**src/rtl/block_pkg.sv**
```systemverilog
// Shared definitions for the block collision checker.
//   BoardWDefault / BoardHDefault : default playfield size (cells x rows)
//   MatrixW                       : width of the packed 4x4 shape matrix
//   state_e                       : scan FSM states
//   row_nibble()                  : extracts row r of a shape, column 0 in bit 3
package block_pkg;

  localparam int unsigned BoardWDefault = 10;
  localparam int unsigned BoardHDefault = 20;
  localparam int unsigned MatrixW       = 16;

  typedef enum logic [1:0] {
    StIdle,
    StIssue,
    StWait,
    StDone
  } state_e;

  // Row r occupies bits 15-4r down to 12-4r; cell (r,0) lands in bit 3.
  function automatic logic [3:0] row_nibble(input logic [MatrixW-1:0] m, input logic [1:0] r);
    logic [MatrixW-1:0] shifted;
    shifted = m << {r, 2'b00};
    return shifted[MatrixW-1 -: 4];
  endfunction

endpackage

```
**src/rtl/block_row_mask.sv**
```systemverilog
// Maps one shape row onto the board columns.
//   nibble : shape row, bit 3 = matrix column 0
//   pos_x  : board column of matrix column 0
//   mask   : BOARD_W-bit mask of occupied in-bounds board columns
//   oob    : a set cell falls at or beyond column BOARD_W
// Purely combinational.
module block_row_mask #(
  parameter int unsigned BOARD_W = block_pkg::BoardWDefault
) (
  input  logic [3:0]         nibble,
  input  logic [3:0]         pos_x,
  output logic [BOARD_W-1:0] mask,
  output logic               oob
);

  always_comb begin
    logic [4:0] col;
    mask = '0;
    oob  = 1'b0;
    col  = '0;
    for (int c = 0; c < 4; c++) begin
      if (nibble[3-c]) begin
        // 5-bit sum so pos_x = 15 plus offset 3 cannot wrap back on-board.
        col = {1'b0, pos_x} + 5'(c);
        if (32'(col) >= BOARD_W) begin
          oob = 1'b1;
        end else begin
          for (int unsigned j = 0; j < BOARD_W; j++) begin
            if (32'(col) == j) mask[j] = 1'b1;
          end
        end
      end
    end
  end

endmodule

```
**src/rtl/block_collide.sv**
```systemverilog
// Checks whether a 4x4 shape placed at (pos_x, pos_y) collides with the board
// edges or with occupied cells, reading the board one row at a time.
//   clk, rst_n         : clock, asynchronous active-low reset
//   start              : request to check one placement (accepted only when idle)
//   block_matrix       : 4x4 shape, cell (r,c) = bit 15-(4r+c)
//   pos_x, pos_y       : board position of matrix cell (0,0)
//   rd_en, rd_row      : board row read request
//   rd_data            : occupied bits of the requested row, one cycle after rd_en
//   busy, done, hit    : scan in progress, one-cycle completion pulse, result
// Build option: define COLLIDE_EARLY_EXIT_EN to skip empty rows in one cycle and
// to finish right after the first collision; otherwise latency is fixed.
module block_collide
  import block_pkg::*;
#(
  parameter int unsigned BOARD_W = BoardWDefault,
  parameter int unsigned BOARD_H = BoardHDefault
) (
  input  logic               clk,
  input  logic               rst_n,
  input  logic               start,
  input  logic [MatrixW-1:0] block_matrix,
  input  logic [3:0]         pos_x,
  input  logic [4:0]         pos_y,
  output logic               rd_en,
  output logic [4:0]         rd_row,
  input  logic [BOARD_W-1:0] rd_data,
  output logic               busy,
  output logic               done,
  output logic               hit
);

`ifdef COLLIDE_EARLY_EXIT_EN
  localparam bit EarlyExit = 1'b1;
`else
  localparam bit EarlyExit = 1'b0;
`endif

  state_e             state_q;
  logic [MatrixW-1:0] matrix_q;
  logic [3:0]         pos_x_q;
  logic [4:0]         pos_y_q;
  logic [1:0]         row_q;
  logic               read_q;
  logic               hit_q;
  logic               busy_q;
  logic               done_q;

  logic [3:0]         nibble;
  logic               row_empty;
  logic [5:0]         y_sum;
  logic               y_oob;
  logic               x_oob;
  logic               row_oob;
  logic [BOARD_W-1:0] row_mask;
  logic               issue_read;
  logic               wait_hit;

  assign nibble    = row_nibble(matrix_q, row_q);
  assign row_empty = (nibble == 4'b0000);
  // 6-bit sum so pos_y = 31 plus row 3 is still seen as off-board.
  assign y_sum     = {1'b0, pos_y_q} + {4'b0000, row_q};
  assign y_oob     = (32'(y_sum) >= BOARD_H);
  assign row_oob   = x_oob | y_oob;

  block_row_mask #(
    .BOARD_W (BOARD_W)
  ) u_row_mask (
    .nibble (nibble),
    .pos_x  (pos_x_q),
    .mask   (row_mask),
    .oob    (x_oob)
  );

  assign issue_read = (state_q == StIssue) && !row_empty && !row_oob;
  // read_q gates rd_data so WAIT cycles without a read never flag a hit.
  assign wait_hit   = read_q && |(row_mask & rd_data);

  assign rd_en  = issue_read;
  assign rd_row = issue_read ? y_sum[4:0] : 5'd0;
  assign busy   = busy_q;
  assign done   = done_q;
  assign hit    = hit_q;

  always_ff @(posedge clk or negedge rst_n) begin
    if (!rst_n) begin
      state_q  <= StIdle;
      matrix_q <= '0;
      pos_x_q  <= '0;
      pos_y_q  <= '0;
      row_q    <= '0;
      read_q   <= 1'b0;
      hit_q    <= 1'b0;
      busy_q   <= 1'b0;
      done_q   <= 1'b0;
    end else begin
      done_q <= 1'b0;
      unique case (state_q)
        StIdle: begin
          if (start) begin
            matrix_q <= block_matrix;
            pos_x_q  <= pos_x;
            pos_y_q  <= pos_y;
            row_q    <= 2'd0;
            read_q   <= 1'b0;
            hit_q    <= 1'b0;
            busy_q   <= 1'b1;
            state_q  <= StIssue;
          end
        end
        StIssue: begin
          read_q <= issue_read;
          if (!row_empty && row_oob) hit_q <= 1'b1;
          if (EarlyExit && !row_empty && row_oob) begin
            done_q  <= 1'b1;
            state_q <= StDone;
          end else if (EarlyExit && row_empty) begin
            if (row_q == 2'd3) begin
              done_q  <= 1'b1;
              state_q <= StDone;
            end else begin
              row_q <= row_q + 2'd1;
            end
          end else begin
            state_q <= StWait;
          end
        end
        StWait: begin
          if (wait_hit) hit_q <= 1'b1;
          if ((row_q == 2'd3) || (EarlyExit && wait_hit)) begin
            done_q  <= 1'b1;
            state_q <= StDone;
          end else begin
            row_q   <= row_q + 2'd1;
            state_q <= StIssue;
          end
        end
        StDone: begin
          busy_q  <= 1'b0;
          state_q <= StIdle;
        end
        default: state_q <= StIdle;
      endcase
    end
  end

endmodule

```
**config.mk**
```make
export PLATFORM = sky130hd
export DESIGN_NAME = block_collide
export DESIGN_NICKNAME = d
export VERILOG_FILES = /design/src/rtl/block_pkg.sv /design/src/rtl/block_row_mask.sv /design/src/rtl/block_collide.sv
export SDC_FILE = /design/constraint.sdc
export NUM_CORES = 1
export LEC_CHECK = 0
export CELL_PAD_IN_SITES_DETAIL_PLACEMENT = 1
export CELL_PAD_IN_SITES_GLOBAL_PLACEMENT = 1
export CORE_ASPECT_RATIO = 2
export CORE_MARGIN = 2
export CORE_UTILIZATION = 44
export DETAILED_ROUTE_END_ITERATION = 6
export PLACE_DENSITY_LB_ADDON = 0.1
export SYNTH_ARGS = -nofsm -noshare
export SYNTH_HDL_FRONTEND = slang
export SYNTH_SLANG_ARGS = --single-unit
```
**constraint.sdc**
```tcl
create_clock -name clk -period 8.15 [get_ports clk]
set_input_delay 0.815 -clock clk [delete_from_list [all_inputs] [get_ports clk]]
set_output_delay 0.815 -clock clk [all_outputs]
set_load 0.01 [all_outputs]
```
# After elaboration in Yosys (flattened, before gate mapping)
# Index checks and enable logic that the tools add are counted.
# totals
output_inout_bits	9
memories	0
input_bits	38
word_cells	160
ram_bits	0
rom_bits	0
latchBits	0
register_bits	33
# classes
mux	72
n_reduce_logical	22
n_eq_ne	44
n_addsub	5
bitwise_logic	2
div_mod_pow	0
multipliers	0
n_shift	1
magnitude_cmp	5
# ops
op	count
two-way mux 10 bit	8
equality test 5 x 3 -> 1 bit, second input constant	12
two-way mux 1 bit	54
equality test 5 x 2 -> 1 bit, second input constant	6
equality test 5 x 4 -> 1 bit, second input constant	6
zero test 5 bit	4
equality test 4 x 3 -> 1 bit, second input constant	4
left shift 16 x 4 -> 16 bit	1
equality test 5 x 1 -> 1 bit, second input constant	3
greater-or-equal comparator 5 x 4 -> 1 bit, second input constant	3
adder 4 x 2 -> 5 bit, second input constant	2
AND 10 bit	1
OR reduction 10 bit	1
equality test 4 x 2 -> 1 bit, second input constant	2
equality test 4 bit, second input constant	2
two-way mux 2 bit	4
one-hot mux 2 bit (4 select lines)	1
adder 5 x 2 -> 6 bit	1
equality test 2 bit, second input constant	3
greater-or-equal comparator 6 x 5 -> 1 bit, second input constant	1
!= test 2 bit, second input constant	3
AND reduction 2 bit	3
nonzero test 2 bit	3
adder 4 x 1 -> 5 bit, second input constant	1
17 further kinds	22

# Longest topological paths before layout
# logic_depth
depth_word	18
mapped_depth	12

# Cells and area by module
# Synthesis repeated with hierarchy kept, for this count alone.
# unflattened
cells_unflattened	248
area_unflattened_um2	2542.4
# by_module_without_submodules
mod	seq_area_each_um2	cells_each	n_inst	area_each_um2
block_collide	825.8	128	1	1690.4
block_row_mask	0.0	120	1	852.1

# Worst setup path before layout
# Ideal clock, no wire load.
# synth_timing
kind	flip-flop to output port
start	register pos_x_q[1]
end	output port rd_row[2]
slack_ns	5.138
path_buffers	0
path_stages_with_launch	10
t_arrival_ns	2.197
cell_sequence	dfrtp_1 > inv_1 > ha_1 > a21boi_0 > nor2b_1 > o221ai_1 > and4_1 > and3_1 > nand2b_1 > nor3b_1
# synth_via
elab_chain_cells	13
# synth_lines
element	line	rtl
start, declared	block_collide.sv:40	logic [3:0] pos_x_q;
start signal, assigned	block_collide.sv:101	pos_x_q <= pos_x;
branches (longest 8 deep; another with adder 4 x 1 -> 5 bit)	n/a	
two-way mux 1 bit (*)	block_row_mask.sv:22	if (nibble[3-c]) begin
OR 1 bit (*)	block_collide.sv:63	assign row_oob = x_oob | y_oob;
zero test 1 bit (*)	block_collide.sv:74	assign issue_read = (state_q == StIssue) && !row_empty && !row_oob;
logical AND 1 bit (*)	block_collide.sv:74	
two-way mux 5 bit (*)	block_collide.sv:79	assign rd_row = issue_read ? y_sum[4:0] : 5'd0;
end, declared	block_collide.sv:25	output logic [4:0] rd_row,
# Mark *: on every way between the ends.

# Worst setup path after layout
# layout_timing
start	register pos_x_q[0]
end	output port rd_row[2]
# Same word-level chain as after synthesis.

==> reports/results.txt <==
R2R depth = 9
final setup fails = 0
Crit-path slowest cell = clkdlybuf4s50_1
worst-path cell chain = inv_1, ha_1, a21boi_0, nor2b_1, o221ai_1, and4_1, and3_1, nand2b_1, nor3b_1, clkdlybuf4s50_1
Congestion Overflow GR = 0
Reg-to-Reg Start = pos_x_q[2]$_DFFE_PN0P_
Post-synth EDFFs = 0
Reg2Reg Setup Slack = 4870 ps
Layout fillers = 629
CTS root buf = clkbuf_16
number of global-route vias before repair = 2534
post-synthesis instance total = 259
GPL Wtd Cong = 0.960
xor-xnor portion of the synthesized cell area = 1.36%
clock tree from TritonCTS = yes
Top FF cell, synth = dfrtp_1
initial antenna violation count = 0
Post-Synth Adder-Cell Area = 8.56%
area growth from synthesis to layout = 23.3%
Hold Path Class = flop to flop
Post-Syn Area per Cell = 9.93 um2
min-delay src = matrix_q[14]$_DFFE_PN0P_
largest net degree at the start of global routing = 34
CTS Buf Count = 5
Clock Tree Buf Depth = 2
sequential share of power = 26.6%
Tmin final = 4210 ps
Net Sw Frac = 44.5%
routed vias/inst = 6.18
outcome = complete, no violations
CP Buf/Inv Count = 2
Ports = 47
router iterations before antenna repair = 4
CP Capture Type = output pin
slowest stage delay, CP = 560 ps
critical path class = flop to output pin
Critical R2R Capture = hit$_DFFE_PN0P_
Synth Warn # = 0
Crit path max-delay family = simple AND/OR/NAND/NOR gates
detailed-route DRC error count = 0
Port Buf Inserts = 46
global-route wire length before repair = 12.4 mm
area of the multi-input gates = 1600 um2
Critical Path AT = 3390 ps
worst hold stages = 1
skew final = 3.18 ps
post-layout util = 56.0%
area of placed instances = 3020 um2
Rel. slew slack = 32.2%
final period utilization = 51.6%
share of cells above drive strength 1 = 17.0%
Hold Buf Count CTS = 0
n_diodes = 0
simple-gate area share of the yosys netlist = 18.1%
Worst Path Required = 7340 ps
via count = 2232
sw power = 0.000578 W
Antenna Nets Post-Route = 0
initial core utilization = 45.4%
Mapped Area = 2570 um2
max_cap viols = 0
total core area = 5660 um2
Min-Delay Endpoint = matrix_q[14]$_DFFE_PN0P_
setup_tns = 0 ps
Total GRT Usage = 25.6%
Post-Syn Nets = 314
Worst VDD drop = 285 uV
Lkg Pwr = 1.33 nW
Seq cells post-synth = 33
Max Clock Freq = 238 MHz
die area = 6510 um2
Post-CTS Setup Bufs = 0
clock share of power = 14.9%
post-synthesis compound-gate area fraction = 17.2%
clk sink count = 33
Finished Cell Area = 3170 um2
Die Wd = 58.1 um
Seq/Total Area, Yosys = 32.1%
Max Slew Vio Count = 0
H-tree depth = 2
largest family of logic cells by synthesized area = simple AND/OR/NAND/NOR gates
Logic pwr share = 58.5%
mux share of post-synthesis cell area = 16.9%
Register Area = 826 um2
RSZ-0062 raised after global routing = no
final WL = 7.66 mm
CTS resizes = 0
asr flop ratio synth = 100%
post-DP HPWL = 6.05 mm
internal power = 0.000720 W
CP startpoint kind = flop
per-cell routed wire length = 21.2 um
DR iter-0 viols = 112
count of cell types in the netlist = 60
Final Hold Fails = 0
Rows = 39
pwr/cell area = 409 nW/um2
clock transition at the registers of the reported paths = 60 ps
Die Span Y = 112 um
fin nets = 354
Worst-Margin Slew = 1010 ps
clock latency on the worst-skew pair = 280 ps
worst-path maximum fanout = 13
==> worst max path at each step <==
stage                                      start   endpoint  cells past startpoint
final                     pos_x_q[0]$_DFFE_PN0P_  rd_row[2]                     10
after global routing      pos_x_q[2]$_DFFE_PN0P_  rd_row[2]                      9
after CTS                 pos_x_q[0]$_DFFE_PN0P_  rd_row[2]                     10
after detailed placement  pos_x_q[0]$_DFFE_PN0P_  rd_row[2]                     10
after global placement    pos_x_q[0]$_DFFE_PN0P_  rd_row[2]                     10
after floorplan           pos_x_q[1]$_DFFE_PN0P_  rd_row[2]                      9
==> cell usage in the layout (no fill, tap or decap), types with 3 or more instances in the layout <==
| cell | Yosys | final |
|---|---|---|
| a21boi_0 | 3 | 3 |
| nor2_1 | 13 | 13 |
| nand4_1 | 7 | 7 |
| a31oi_1 | 6 | 6 |
| nand2b_1 | 3 | 3 |
| inv_1 | 13 | 13 |
| nor3_1 | 4 | 4 |
| nand2_1 | 18 | 18 |
| and2b_1 | 3 | 3 |
| ha_1 | 16 | 16 |
| o21ai_0 | 11 | 11 |
| a22o_1 | 5 | 5 |
| mux2i_1 | 3 | 3 |
| mux4_2 | 4 | 4 |
| nor2b_1 | 6 | 6 |
| and3_1 | 7 | 7 |
| nand3_1 | 7 | 7 |
| mux2_2 | 28 | 28 |
| clkbuf_16 | 0 | 5 |
| a21oi_1 | 8 | 8 |
| clkdlybuf4s50_1 | 0 | 46 |
| xnor2_1 | 3 | 3 |
| dfrtp_1 | 33 | 33 |
==> final cells by class <==
type                            count  area share (%)
Clock buffer                        6            4.38
Inverter                           13            1.54
Tap cell                           61            2.41
Sequential cell                    33            26.0
Clock inverter                      2           0.434
Timing Repair Buffer               47            14.8
Multi-Input combinational cell    199            50.5
==> flip-flops by register name (all words and copies together), names as in the netlist <==
signal,flops
hit,1
matrix_q,16
read_q,1
done,1
row_q,2
busy,1
pos_y_q,5
state_q,2
pos_x_q,4
==> cell usage after synthesis (all sizes together) (3+ instances only) <==
cell | count | area share [%]
mux4 | 4 | 3.5
nor3 | 4 | 0.78
clkbuf | 6 | 1.3
nand3 | 7 | 1.4
a31oi | 6 | 1.5
dfrtp | 33 | 32
a21oi | 8 | 1.6
nand2b | 3 | 0.73
ha | 16 | 7.8
inv | 13 | 1.9
nand2 | 18 | 2.6
and2b | 3 | 0.88
mux2 | 28 | 12
mux2i | 3 | 1.2
buf | 8 | 2.5
and3 | 8 | 2.0
nor2b | 7 | 2.0
a21boi | 3 | 0.88
xnor2 | 3 | 1.0
nor2 | 13 | 1.9
nand4 | 7 | 1.7
o21a | 3 | 1.2
o21ai | 11 | 2.1
a22o | 6 | 2.1
==> worst reg2reg max path: stages, from the launching register on <==
cell and delay, ps:
dfrtp_1 720, ha_1 520, nand2_1 210, and4_1 240, o211ai_1 210, o21ai_0 190
a221o_1 390, nor4_2 340, a211oi_1 120, nand4b_1 190
==> cells by family after synthesis <==
| group | Yosys count |
|---|---|
| mux | 35 |
| xor+xnor | 4 |
| compound gates | 60 |
| simple gates | 83 |
| buf+inv | 27 |
| flops | 33 |
| fa+ha+maj | 17 |
==> per-layer routing <==
layer	GRT usage (%)	share of wire, %
met1	22.6	33
met4	15.2	5.3
met3	2.76	2.1
met2	51.1	60
met5	0	0
==> power groups by stage <==
stage / clock network [W] / registers, W / logic, W
after detailed placement: 0 / 0.000348 / 0.000753
after global routing: 0.000206 / 0.000362 / 0.000829
after CTS: 0.000198 / 0.000346 / 0.000760
final: 0.000194 / 0.000345 / 0.000759
after global placement: 0 / 0.000343 / 0.000741
after floorplan: 0 / 0.000291 / 0.000601
==> through the flow <==
step	hold WS [ps]	setup WS [ps]	total power [W]	std cells
floorplan	464	5140	0.000892	259
global placement	483	4290	0.00108	353
detailed placement	488	4240	0.00110	353
CTS	500	3940	0.00131	361
global route	519	3640	0.00140	361
finish	499	3940	0.00130	361
Power figures use the tool's default switching activity.
